$ cat config.mk
export PLATFORM = sky130hd
export DESIGN_NAME = alu_arbiter
export DESIGN_NICKNAME = d
export VERILOG_FILES = /design/src/rtl/alu_arbiter.sv
export SDC_FILE = /design/constraint.sdc
export NUM_CORES = 1
export LEC_CHECK = 0
export ABC_CLOCK_PERIOD_IN_PS = 2700
export CAP_MARGIN = 40
export CORE_MARGIN = 2
export CORE_UTILIZATION = 43
export CTS_BUF_LIST = sky130_fd_sc_hd__clkbuf_16
export DETAILED_ROUTE_END_ITERATION = 12
export MAX_ROUTING_LAYER = met4
export PLACE_DENSITY = 0.95
export SLEW_MARGIN = 30
export SYNTH_ARGS = -nofsm -noshare
export SYNTH_HDL_FRONTEND = slang
export SYNTH_SLANG_ARGS = --single-unit
$ cat constraint.sdc
create_clock -name clk -period 2.7 [get_ports clk]
set_clock_uncertainty 0.2 [all_clocks]
set_input_delay 0.27 -clock clk [delete_from_list [all_inputs] [get_ports clk]]
set_output_delay 0.27 -clock clk [all_outputs]
set_load 0.03 [all_outputs]
$ cat src/rtl/alu_arbiter.sv
// Round-robin arbiter sharing one combinational ALU between two requesters, one operation in flight.
// Latency: rsp_valid LAT edges after transfer; a stalled rsp_ready holds the response and blocks new grants.
module alu_arbiter #(
    parameter int WIDTH = 16,
    parameter int OPW   = 4,
    parameter int LAT   = 1
) (
    input  logic             clk,
    input  logic             rst,
    input  logic             req0_valid,
    input  logic [WIDTH-1:0] req0_a,
    input  logic [WIDTH-1:0] req0_b,
    input  logic [OPW-1:0]   req0_op,
    output logic             req0_ready,
    input  logic             req1_valid,
    input  logic [WIDTH-1:0] req1_a,
    input  logic [WIDTH-1:0] req1_b,
    input  logic [OPW-1:0]   req1_op,
    output logic             req1_ready,
    output logic [WIDTH-1:0] alu_a,
    output logic [WIDTH-1:0] alu_b,
    output logic [OPW-1:0]   alu_op,
    input  logic [WIDTH-1:0] alu_result,
    input  logic [3:0]       alu_flags,
    output logic             rsp_valid,
    output logic             rsp_id,
    output logic [WIDTH-1:0] rsp_result,
    output logic [3:0]       rsp_flags,
    input  logic             rsp_ready,
    output logic             busy
);

    typedef enum logic [1:0] {
        IDLE = 2'd0,
        EXEC = 2'd1,
        RESP = 2'd2
    } state_t;

    localparam logic [3:0] CNT_LAST = 4'(LAT - 1);

    state_t     state;
    state_t     state_nxt;
    logic       prio;
    logic [3:0] cnt;
    logic       gnt_id;
    logic       xfer;
    logic       cap;

    // A lone requester wins regardless of prio; prio only breaks ties.
    assign gnt_id     = (req0_valid && req1_valid) ? prio : req1_valid;
    assign req0_ready = (state == IDLE) && req0_valid && !gnt_id;
    assign req1_ready = (state == IDLE) && req1_valid && gnt_id;
    assign busy       = (state != IDLE);
    assign rsp_valid  = (state == RESP);

    always_comb begin
        state_nxt = state;
        xfer      = 1'b0;
        cap       = 1'b0;
        case (state)
            IDLE: begin
                if (req0_valid || req1_valid) begin
                    xfer      = 1'b1;
                    state_nxt = EXEC;
                end
            end
            EXEC: begin
                if (cnt == CNT_LAST) begin
                    cap       = 1'b1;
                    state_nxt = RESP;
                end
            end
            RESP: begin
                if (rsp_ready) begin
                    state_nxt = IDLE;
                end
            end
            default: state_nxt = IDLE;
        endcase
    end

    always_ff @(posedge clk or negedge rst) begin
        if (!rst) begin
            state <= IDLE;
        end else begin
            state <= state_nxt;
        end
    end

    always_ff @(posedge clk or negedge rst) begin
        if (!rst) begin
            prio       <= 1'b0;
            cnt        <= 4'd0;
            alu_a      <= '0;
            alu_b      <= '0;
            alu_op     <= '0;
            rsp_id     <= 1'b0;
            rsp_result <= '0;
            rsp_flags  <= '0;
        end else begin
            if (xfer) begin
                alu_a  <= gnt_id ? req1_a  : req0_a;
                alu_b  <= gnt_id ? req1_b  : req0_b;
                alu_op <= gnt_id ? req1_op : req0_op;
                rsp_id <= gnt_id;
                prio   <= ~gnt_id;
                cnt    <= 4'd0;
            end else if ((state == EXEC) && !cap) begin
                cnt <= cnt + 4'd1;
            end
            if (cap) begin
                rsp_result <= alu_result;
                rsp_flags  <= alu_flags;
            end
        end
    end

endmodule

==> flow_summary.json, run 1 <==
{
  "synthArstFlopShare_pct": 100.0,
  "p_switching_w": 0.002420,
  "p_leak_nw": 2.047,
  "finalSetupViolCount": 0,
  "yosys.area.top_type": "dfrtp_1",
  "synthCells": 254,
  "cp.required_ns": 2.23,
  "highest_layer": "met4",
  "cts_tree": "yes",
  "regToRegSetupSlack_ns": 0.48,
  "clockBufferDepth": 2,
  "final.setup.tns_ns": 0,
  "place.gp.congestion": 0.7891,
  "drive_gt1_share_pct": 11.41,
  "place_worst_setup_slack_ns": 0.4493,
  "worstMarginPinSlew_ns": 0.7352,
  "switching_share_pct": 39.93,
  "cts_buffers": 9,
  "clk_latency_ns": 0.31,
  "post-route-min-period_ns": 2.383,
  "route.met3.wl_um": 415,
  "holdCritPathClass": "in -> async",
  "drtIter0Drc": 102,
  "hpwl_mm": 6.229,
  "power_density_nw_per_um2": 1238,
  "post_cts_resize_count": 0,
  "cts-htree-levels": 3,
  "die-area_um2": 7686,
  "timing.final.hold_violations": 0,
  "synth_edf_count": 0,
  "cp_max_fo": 39,
  "worstSetupPathType": "reg -> out",
  "io_buffers": 157,
  "worstPathArrival_ns": 1.91,
  "clk_pin_slew_worst_paths_ns": 0.05,
  "vias": 2758,
  "synthFlopType": "dfrtp_1",
  "crit_path_end_kind": "output port",
  "setup_ws_ns": 0.3167,
  "grt_usage_pct": 23.10,
  "mostFrequentLayoutCells": "clkdlybuf4s50_1 (154), dfrtp_1 (64), o21ai_0 (22)",
  "ant_nets": 0,
  "synth_top_area_share_pct": 53.20,
  "avgSynthCellArea_um2": 11.85,
  "grt_pass1_vias": 2882,
  "drc": 0,
  "core_um2": 6794,
  "slew_viol_final": 0,
  "synth_warnings": 0,
  "synth_cell_types": 33,
  "grt_overflow": 0,
  "antenna_found_initial": 0,
  "met1_length_mm": 3.374,
  "root_buffer": "clkbuf_16",
  "top_level_ports": 158,
  "cts_sinks": 64,
  "r2r-end": "alu_b[4]$_DFFE_PN0P_",
  "syn_area_um2": 3010,
  "grt_pass1_wl_mm": 13.50,
  "firstDrtPassIters": 4,
  "grt_max_degree": 65,
  "met2_length_mm": 4.663,
  "timing.final.crit_share_pct": 88.27,
  "maxCapViolCount": 0,
  "final_common_cell": "clkdlybuf4s50_1",
  "synth.area.top_cells": "dfrtp_1 (53%), mux2_4 (9.5%), a221o_1 (6.3%), a21boi_0 (4.7%), o21ai_0 (3.7%)",
  "synth-seq-cells": 64,
  "wirelength_mm": 8.671,
  "syn_to_final_growth_pct": 62.68,
  "synth-seq-area-share_pct": 53.20,
  "seqPwrFrac_pct": 28.0,
  "wire_per_inst_um": 17.07,
  "nets": 506,
  "antennaDiodeCount": 0,
  "max_freq_mhz": 419.6,
  "viasPerCell": 5.429,
  "p_clk_share_pct": 17.8,
  "die_h_um": 87.67,
  "worst-r2r-cell-count": 4,
  "rows": 30,
  "synth_nets": 353,
  "status": "finished clean",
  "combPwrFrac_pct": 54.2,
  "rsz0062_at_grt": "false",
  "startpoint_type": "flip-flop",
  "relSlewSlack_pct": 50.98,
  "internal_power_w": 0.003641,
  "r2r-start": "state[0]$_DFFE_PN0P_",
  "initial_core_util_pct": 44.31,
  "die-width_um": 87.67,
  "ir_worst_vdd_uv": 619.7
}
==> flip-flops by register name, summed over array words and instances, names as in the netlist <==
register,flops
alu_a,16
alu_b,16
rsp_result,16
alu_op,4
cnt,4
rsp_flags,4
state,2
prio,1
rsp_id,1
==> routing by layer <==
layer	track usage (%)	vias up
li1	-	1258
met1	26.39	1357
met2	40.36	123
met3	3.205	20
met4	9.930	0
met5	-	-
==> timing repair <==
item	4_1_cts	5_1_grt
hold buffers	1	0
setup buffers	0	0
hold endpoints to repair	64	0
==> power by group through the flow <==
stage                     Sequential, W  Clock [W]  Combinational [W]
final                           0.00170    0.00108            0.00329
after global routing            0.00175    0.00114            0.00348
after CTS                       0.00170    0.00109            0.00331
after detailed placement        0.00170          0            0.00329
after global placement          0.00168          0            0.00321
after floorplan                 0.00251          0            0.00123
==> synth_stat cells (3+ instances only) <==
cell	n
a21boi_0	19
a21oi_1	20
a221o_1	19
a31oi_1	17
buf_2	8
buf_4	6
buf_6	4
clkbuf_1	5
dfrtp_1	64
inv_1	5
mux2_4	19
nand2_1	3
nand3_1	19
o21ai_0	22
==> area by class of cell <==
type	count	area [um^2]
clock buffer	9	225.2
clock inverter	7	53.80
fill	497	1897
inverter	6	22.52
multi-input combinational	161	1237
sequential	64	1602
tap	96	120.1
timing repair buffer	165	1637
==> per-stage QoR <==
| stage | area [um^2] | total power [W] | utilization, % | instances | hold slack, ns |
|---|---|---|---|---|---|
| 2_1_floorplan | 3010 | 0.003743 | - | 254 | -0.2256 |
| 3_3_place_gp | 4608 | 0.004885 | 67.83 | 491 | 0.1046 |
| 3_5_place_dp | 4608 | 0.004991 | 67.83 | 491 | 0.1109 |
| 4_1_cts | 4897 | 0.006098 | 72.08 | 508 | 0.2949 |
| 5_1_grt | 4897 | 0.006365 | 72.08 | 508 | 0.3254 |
| 6_report | 4897 | 0.006062 | 72.08 | 508 | 0.2747 |
==> how the worst max path moves through the flow <==
stage                              start  depth (start not counted)  slack, ns                  endpoint
global route        state[0]$_DFFE_PN0P_                          4       0.21                req0_ready
CTS                 state[0]$_DFFE_PN0P_                          4       0.31                req0_ready
detailed placement            req1_valid                          5       0.45                req1_ready
global placement              req1_valid                          5       0.50                req1_ready
finish              state[0]$_DFFE_PN0P_                          4       0.32                req0_ready
floorplan             cnt[0]$_DFFE_PN0P_                          6       0.98  rsp_flags[0]$_DFFE_PN0P_
==> critical path: stages (launching register included) <==
cell	delay (ns)
dfrtp_1	0.44
nor2_2	0.16
buf_4	0.36
and3_4	0.42
buf_4	0.21
==> cells by family after synthesis <==
family | count (synthesis) | share of synthesized area [%]
AO/OA/AOI/OAI | 101 | 22.53
adder cells (fa/ha/maj) | 2 | 0.8311
buffers and inverters | 29 | 5.694
flip-flops | 64 | 53.20
multiplexers | 20 | 9.850
AND/OR/NAND/NOR | 38 | 7.897
(Power assumes the default switching activity.)
==> run 2, diff against run 1 <==
Settings changed: CORE_UTILIZATION 43 to 30, PLACE_DENSITY 0.95 to 0.75.
==> run 2 against run 1 <==
Net effect: combinational power about the same; wire length is 1.0% higher; first-iteration DRC count down 18%; sequential share of layout area shrank 0.15 points; critical path type unchanged; worst setup slack better by 0.056 ns; core utilization shrank 22 points; maximum frequency is 2.4% higher; highest routed layer unchanged.
==> flow_summary.json, run 2 (synthesis gave the netlist of run 1 again) <==
{
  "status": "finished clean",
  "grt_use_met3_pct": 2.569,
  "drc": 0,
  "wire_per_inst_um": 16.05,
  "drtIter0Drc": 84,
  "grt_pass1_vias": 2860,
  "worstMarginPinSlew_ns": 0.6630,
  "clk_pin_slew_worst_paths_ns": 0.05,
  "ant_nets": 0,
  "die-area_um2": 10850,
  "antennaDiodeCount": 0,
  "top_regs": "alu_a: 16 flops, alu_b: 16 flops, rsp_result: 16 flops",
  "max_freq_mhz": 429.7,
  "antenna_found_initial": 0,
  "syn_to_final_growth_pct": 63.42,
  "p_leak_nw": 2.049,
  "clockBufferDepth": 2,
  "startpoint_type": "flip-flop",
  "cts_buffers": 9,
  "dpl-instance-area_um2": 4664,
  "nets": 509,
  "hpwl_mm": 6.491,
  "top_usage_layer": "met2",
  "mostFrequentLayoutCells": "clkdlybuf4s50_1 (154), dfrtp_1 (64), o21ai_0 (22)",
  "worstPathArrival_ns": 1.86,
  "die_h_um": 104.2,
  "drive_gt1_share_pct": 11.86,
  "ctsHoldBuffers": 1,
  "die-width_um": 104.2,
  "grt_max_degree": 34,
  "maxCapViolCount": 0,
  "timing.final.hold_violations": 0,
  "viasPerCell": 4.974,
  "post_cts_resize_count": 0,
  "crit_path_end_kind": "output port",
  "final_area_um2": 4920,
  "io_buffers": 157,
  "final_common_cell": "clkdlybuf4s50_1",
  "grt_overflow": 0,
  "wirelength_mm": 8.762,
  "cp.required_ns": 2.23,
  "finalSetupViolCount": 0,
  "rsz0062_at_grt": "false",
  "relSlewSlack_pct": 55.80,
  "root_buffer": "clkbuf_16",
  "vias": 2716,
  "ir_worst_vdd_uv": 562.0,
  "worstSetupPathType": "reg -> out",
  "grt_pass1_wl_mm": 14.44,
  "cts_sinks": 64,
  "use_met2_pct": 29.14,
  "initial_core_util_pct": 30.80,
  "core_um2": 9774,
  "timing.final.crit_share_pct": 86.19,
  "clk_latency_ns": 0.31,
  "cts_setup_buffers": 0,
  "rows": 36,
  "grt_usage_pct": 16.91,
  "cts-htree-levels": 3,
  "cts_tree": "yes",
  "final.setup.tns_ns": 0,
  "post-route-min-period_ns": 2.327,
  "cp_max_fo": 27,
  "holdCritPathClass": "reg -> reg",
  "use_met1_pct": 20.00,
  "power_density_nw_per_um2": 1215,
  "firstDrtPassIters": 4,
  "slew_viol_final": 0,
  "n_fill_cell": 871,
  "top_level_ports": 158,
  "place.gp.congestion": 0.8172
}
-- run 2: cell types whose count changed in the layout (fill, tap and decap cells not counted), sizes merged --
| cell | change |
|---|---|
| inv | +2 |
| buf | +3 |
| clkinv | -3 |
| bufinv | -1 |
-- run 2: metal layers --
layer | part of all wire [%] | up-vias
li1 | - | 1263
met5 | 0 | -
met2 | 53 | 107
met4 | 2.0 | 0
met3 | 4.3 | 15
met1 | 41 | 1331
-- run 2: worst max-delay path, stage by stage, from the launching register on --
cell     delay [ns]
dfrtp_1        0.43
nor2_2         0.18
buf_4          0.30
and3_4         0.40
buf_4          0.21
-- run 2: through the flow --
step	std cells	hold WS [ns]	utilization (%)	worst slack [ns]	power (W)
floorplan	254	-0.2256	-	0.9790	0.003743
global placement	531	0.1334	47.72	0.4744	0.004954
detailed placement	531	0.1307	47.72	0.4768	0.005030
CTS	546	0.2887	50.33	0.3557	0.006037
global route	546	0.3153	50.33	0.2471	0.006303
finish	546	0.2806	50.33	0.3729	0.005979
-- run 2: report_power, final --
part | internal [W] | leakage, nW | switching [W] | total, W
sequential | 0.00142 | 0.763 | 0.000275 | 0.00170
clock | 0.000594 | 0.132 | 0.000379 | 0.000974
combinational | 0.00154 | 1.15 | 0.00177 | 0.00331
total | 0.00356 | 2.05 | 0.00242 | 0.00598
-- run 2: layout make-up --
cell class                 count  area [um^2]  area share, %
multi-input combinational    161         1237          25.15
clock inverter                 5        20.02         0.4069
inverter                       6        22.52         0.4578
sequential                    64         1602          32.55
timing repair buffer         168         1647          33.47
tap                          133        166.4          3.383
clock buffer                   9        225.2          4.578
-- run 2: final timing paths --
| path | start | end | slack (ns) | depth (start not counted) |
|---|---|---|---|---|
| hold / removal | rsp_id$_DFFE_PN0P_ | rsp_id$_DFFE_PN0P_ | 0.28 | 1 |
| max in group asynchronous | rst | alu_op[3]$_DFFE_PN0P_ | 1.65 | 3 |
| setup reg to reg | state[0]$_DFFE_PN0P_ | alu_b[6]$_DFFE_PN0P_ | 0.68 | 5 |
| min in group asynchronous | rst | rsp_flags[0]$_DFFE_PN0P_ | 0.32 | 3 |
| setup / recovery | state[0]$_DFFE_PN0P_ | req0_ready | 0.37 | 4 |
| hold reg to reg | rsp_id$_DFFE_PN0P_ | rsp_id$_DFFE_PN0P_ | 0.28 | 1 |
